[src/rtl/mips_hazard_pkg.sv]
// Shared types and constants for the MIPS forwarding/hazard unit.
//   fwd_sel_e      : EX operand mux source encoding
//   shadow_entry_t : one in-flight instruction's writeback footprint
//   fwd_match      : does a shadow entry supply a given source operand
//   fwd_pick       : forwarding select for one operand
package mips_hazard_pkg;

  typedef enum logic [1:0] {
    FWD_REG = 2'b00,
    FWD_WB  = 2'b01,
    FWD_MEM = 2'b10
  } fwd_sel_e;

  localparam logic [4:0] REG_ZERO = 5'd0;

  typedef struct packed {
    logic       valid;
    logic       reg_write;
    logic       mem_read;
    logic [4:0] dest;
  } shadow_entry_t;

  // An entry supplies an operand only when it really writes a nonzero
  // register and the consumer really reads that operand.
  function automatic logic fwd_match(input shadow_entry_t e,
                                     input logic          uses,
                                     input logic [4:0]    src);
    return e.valid & e.reg_write & (e.dest != REG_ZERO) & uses & (e.dest == src);
  endfunction

  // The EX entry is about to become MEM; the MEM entry is about to become WB.
  // A load in EX cannot supply its data from MEM; the load-use stall covers it.
  function automatic fwd_sel_e fwd_pick(input shadow_entry_t ex,
                                        input shadow_entry_t mem,
                                        input logic          uses,
                                        input logic [4:0]    src);
    if (fwd_match(ex, uses, src) && !ex.mem_read) return FWD_MEM;
    if (fwd_match(mem, uses, src))                return FWD_WB;
    return FWD_REG;
  endfunction

endpackage

[src/rtl/hazard_stage_reg.sv]
// One shadow pipeline entry (EX, MEM or WB).
//   clk, rst_n : clock, async active-low reset (entry cleared)
//   bubble     : load an all-zero entry instead of d
//   d / q      : next / current entry
module hazard_stage_reg
  import mips_hazard_pkg::*;
(
  input  logic          clk,
  input  logic          rst_n,
  input  logic          bubble,
  input  shadow_entry_t d,
  output shadow_entry_t q
);

  always_ff @(posedge clk or negedge rst_n) begin
    if (!rst_n) begin
      q <= '0;
    end else if (bubble) begin
      q <= '0;
    end else begin
      q <= d;
    end
  end

endmodule

[src/rtl/hazard_forward_unit.sv]
// Forwarding and load-use hazard controller for the 5-stage MIPS pipeline.
//   clk, rst_n            : clock, async active-low reset
//   id_*                  : decoded fields of the instruction in ID
//   flush                 : taken branch/jump squashes the ID instruction
//   fwd_a_sel, fwd_b_sel  : registered EX operand mux selects
//   stall                 : load-use hazard (combinational)
//   pc_write, ifid_write  : front-end write enables (~stall)
//   bubble                : ID/EX loads a NOP this cycle
//   stall_count           : saturating count of stall cycles
module hazard_forward_unit
  import mips_hazard_pkg::*;
#(
  parameter int unsigned STALL_CNT_W = 16
) (
  input  logic                   clk,
  input  logic                   rst_n,
  input  logic                   id_valid,
  input  logic [4:0]             id_rs,
  input  logic [4:0]             id_rt,
  input  logic                   id_uses_rs,
  input  logic                   id_uses_rt,
  input  logic [4:0]             id_dest,
  input  logic                   id_reg_write,
  input  logic                   id_mem_read,
  input  logic                   flush,
  output logic [1:0]             fwd_a_sel,
  output logic [1:0]             fwd_b_sel,
  output logic                   stall,
  output logic                   pc_write,
  output logic                   ifid_write,
  output logic                   bubble,
  output logic [STALL_CNT_W-1:0] stall_count
);

  shadow_entry_t id_entry, ex_q, mem_q, wb_q;
  logic          ex_bubble;
  fwd_sel_e      fwd_a_d, fwd_b_d, fwd_a_q, fwd_b_q;
  logic [STALL_CNT_W-1:0] stall_count_q;

  assign id_entry = '{valid: 1'b1, reg_write: id_reg_write,
                      mem_read: id_mem_read, dest: id_dest};

  // Stall/RUN state lives in the EX entry: the stall inserts a bubble into
  // EX, so the following cycle can never match again for the same load.
  always_comb begin
    stall = 1'b0;
    if (id_valid && !flush && ex_q.mem_read) begin
      stall = fwd_match(ex_q, id_uses_rs, id_rs) | fwd_match(ex_q, id_uses_rt, id_rt);
    end
  end

  assign bubble     = stall | flush;
  assign pc_write   = ~stall;
  assign ifid_write = ~stall;
  assign ex_bubble  = bubble | ~id_valid;

  hazard_stage_reg u_ex (
    .clk    (clk),
    .rst_n  (rst_n),
    .bubble (ex_bubble),
    .d      (id_entry),
    .q      (ex_q)
  );

  hazard_stage_reg u_mem (
    .clk    (clk),
    .rst_n  (rst_n),
    .bubble (1'b0),
    .d      (ex_q),
    .q      (mem_q)
  );

  hazard_stage_reg u_wb (
    .clk    (clk),
    .rst_n  (rst_n),
    .bubble (1'b0),
    .d      (mem_q),
    .q      (wb_q)
  );

  // The WB entry retires here; nothing downstream of it is forwarded.
  logic unused_wb;
  assign unused_wb = ^wb_q;

  always_comb begin
    fwd_a_d = FWD_REG;
    fwd_b_d = FWD_REG;
    if (!bubble) begin
      fwd_a_d = fwd_pick(ex_q, mem_q, id_uses_rs, id_rs);
      fwd_b_d = fwd_pick(ex_q, mem_q, id_uses_rt, id_rt);
    end
  end

  always_ff @(posedge clk or negedge rst_n) begin
    if (!rst_n) begin
      fwd_a_q <= FWD_REG;
      fwd_b_q <= FWD_REG;
    end else begin
      fwd_a_q <= fwd_a_d;
      fwd_b_q <= fwd_b_d;
    end
  end

  always_ff @(posedge clk or negedge rst_n) begin
    if (!rst_n) begin
      stall_count_q <= '0;
    end else if (stall && (stall_count_q != '1)) begin
      stall_count_q <= stall_count_q + STALL_CNT_W'(1);
    end
  end

  assign fwd_a_sel   = fwd_a_q;
  assign fwd_b_sel   = fwd_b_q;
  assign stall_count = stall_count_q;

endmodule

[config.mk]
export PLATFORM = sky130hd
export DESIGN_NAME = hazard_forward_unit
export DESIGN_NICKNAME = d
export VERILOG_FILES = /design/src/rtl/mips_hazard_pkg.sv /design/src/rtl/hazard_stage_reg.sv /design/src/rtl/hazard_forward_unit.sv
export SDC_FILE = /design/constraint.sdc
export NUM_CORES = 1
export LEC_CHECK = 0
export BUFFER_PORTS_ARGS = -buffer_cell sky130_fd_sc_hd__buf_4
export CAP_MARGIN = 20
export CORE_MARGIN = 1
export CORE_UTILIZATION = 52
export CTS_CLUSTER_DIAMETER = 80
export DETAILED_ROUTE_END_ITERATION = 8
export MAX_ROUTING_LAYER = met4
export PLACE_DENSITY_LB_ADDON = 0.2
export RECOVER_POWER = 50
export REMOVE_ABC_BUFFERS = 1
export SLEW_MARGIN = 30
export SYNTH_ARGS = -nofsm -noshare
export SYNTH_HDL_FRONTEND = slang
export SYNTH_HIERARCHICAL = 1
export SYNTH_SLANG_ARGS = --single-unit
[constraint.sdc]
create_clock -name clk -period 2.45 [get_ports clk]
set_input_delay 0.245 -clock clk [delete_from_list [all_inputs] [get_ports clk]]
set_output_delay 0.245 -clock clk [all_outputs]
set_load 0.005 [all_outputs]
==> flow_summary_export.csv <==
group,metric,value,unit
outcome,status,"finished with violations",
outcome,violations,"capacitance limit, slew limit",
pwr,p_int,0.0008012,W
clock_tree,cts_buffer_depth,2,
global_route,grtUsageMet1,29.66,%
route,drt_iter0_markers,53,
sta,fin_hold_ws,104.8,ps
global_route,grt_pass1_wl,5.830,mm
sta,relSlewSlack,-21.53,%
layout,antennaDiodeCount,0,
worst_hold_path,hold_depth,2,
pwr,p_leak,1.078,nW
global_route,use_met2,34.67,%
clock_tree,cts_tree,"yes",
place,dp_slack,404.9,ps
clock_tree,cts_max_level,2,
worst_setup_path,required,2200,ps
synth,syn_area,1720,µm²
clock_tree,cts.sinks,35,
layout,layout.area.seq,875.8,µm²
synth,yosysWarnings,6,
worst_setup_path,crit_path_start_kind,"flop",
worst_setup_path,r2r-end,"stall_count[1]$_DFFE_PN0P_",
layout,num-fill-cells,251,
run,drv_cap,1,
global_route,track_usage,23.30,%
worst_setup_path,end_kind,"primary output",
die,rows,20,
sta,skew,12.33,ps
worst_setup_path,crit_fanout,7,
layout,drive_above_1_share,29.86,%
layout,area_delta_synth_final,27.85,%
sta,tightest_slew,1823,ps
global_route,grt_max_degree,36,
sta,maxSlewViolCount,36,
clock_tree,clkLatencyLatePin,340,ps
worst_setup_path,reg2regPathDepth,5,
route,vias,1305,
global_route,top_usage_layer,"met2",
synth,synthCells,152,
die,die_y,59.52,µm
route,drcViolationCount,0,
place,dpl.hpwl,2.734,mm
global_route,grt_pass1_vias,1239,
route,via_per_inst,5.118,
sta,final_hold_viol_count,0,
worst_setup_path,rr_startpoint,"u_ex/q[4]$_DFF_PN0_",
sta,layout_setup_ws,229.3,ps
route,routed_wl,3.564,mm
place,place_inst,246,
sta,clock.fmax,0.4503,GHz
die,ios,47,
global_route,grt_remaining_overflow,0,
place,gp_congestion,0.8342,
pwr,switching_power,0.0002441,W
clock_tree,postCtsHoldBufs,1,
clock_tree,numCtsBuffers,5,
pwr,combPwrFrac,9.2,%
die,core,3103,µm²
clock_tree,cts_setup_buffers,0,
sta,fin_crit,2221,ps
place,portBuffers,46,
worst_setup_path,r2r_slack,390,ps
pwr,finalPower,0.001045,W
layout,multiInputGateArea,844.6,µm²
clock_tree,clk_pin_slew,110,ps
die,fp.dieW,59.52,µm
die,start_util,55.44,%
sta,setup_viol,0,
sta,finalSetupTns,0,ps
worst_hold_path,hold_path_class,"in2reg",
synth,syn_area_per_cell,11.32,µm²
worst_setup_path,startpoint,"u_ex/q[3]$_DFF_PN0_",
worst_setup_path,worstSetupPathType,"reg2out",
pwr,powerDensity,475.2,nW/µm²
pwr,peakVddDrop,0.3457,mV
sta,rsz0062_at_grt,"no",
clock_tree,clock-root-buffer,"clkbuf_4",
global_route,antenna_found_initial,0,
pwr,swShare,23.35,%
pwr,seq_power_share,56.9,%
route,ant_nets,0,
die,die_area,3543,µm²
worst_hold_path,hp-start,"flush",
worst_hold_path,hold_end,"fwd_b_sel[1]$_DFF_PN0_",
pwr,power_frac_clock,33.9,%
layout,final_cells,255,
clock_tree,cts_resized,0,
layout,nets,234,
worst_setup_path,cp_data_arrival_time,1980,ps
sta,finalCritPeriodShare,90.64,%
route,routedWlPerCell,13.98,µm
global_route,grtUsageMet3,6.550,%
route,drt-pass1-iter-count,4,
per-stage QoR:
stage	util (%)	area [µm²]
5_1_grt	70.89	2200
2_1_floorplan	-	1724
4_1_cts	71.01	2203
6_report	70.89	2200
3_3_place_gp	68.47	2125
3_5_place_dp	68.47	2125
final cells by class:
cell class	instances	share of cell area, %
flip-flops and latches	35	39.82
multi-input cells	120	38.40
repair buffers	47	15.98
clock buffers	8	3.129
well taps	44	2.503
inverters	1	0.1706
layer usage:
layer / part of all wire [%] / vias to the layer above
li1: - / 626
met3: 7.0 / 14
met4: 3.0 / 0
met5: 0 / -
met2: 48 / 49
met1: 42 / 616
power by group through the flow:
stage / Sequential, W / Clock (W) / Combinational, W
after floorplan: 0.000603 / 0 / 0.0000419
after global placement: 0.000605 / 0 / 0.0000930
after detailed placement: 0.000606 / 0 / 0.0000960
after CTS: 0.000594 / 0.000363 / 0.0000985
after global routing: 0.000596 / 0.000392 / 0.000106
final: 0.000595 / 0.000354 / 0.0000966
worst max-delay path by stage:
stage | slack (ps) | depth (start not counted) | to
final | 230 | 6 | bubble
after global routing | 80 | 2 | stall_count[13]$_DFFE_PN0P_
after CTS | 200 | 6 | bubble
after detailed placement | 400 | 5 | stall_count[1]$_DFFE_PN0P_
after global placement | 500 | 5 | stall_count[1]$_DFFE_PN0P_
after floorplan | 600 | 5 | stall_count[1]$_DFFE_PN0P_
registers in the layout, summed over array words and instances (netlist names):
| name | count |
|---|---|
| fwd_b_sel | 2 |
| stall_count | 16 |
| u_ex/q | 8 |
| u_mem/q | 7 |
| fwd_a_sel | 2 |
worst max-delay path: stages, from the launching register on:
cell	delay, ps
dfrtp_1	450
xor2_1	210
nor4_4	330
nand3_2	170
a21o_2	300
nand2b_1	90
buf_4	100
placed cells by master, fill, tap and decap left out, types with 3 or more instances in the layout:
master and count:
buf_4 40, dfrtp_1 35, xor2_1 18, xnor2_1 17
nor2b_1 15, clkbuf_4 10, nand2_1 9, nor2_1 8
conb_1 8, nand3_1 7, nand4_1 7, and3_1 4
nor3_1 3
No activity file was read; power rests on OpenSTA's default activity.
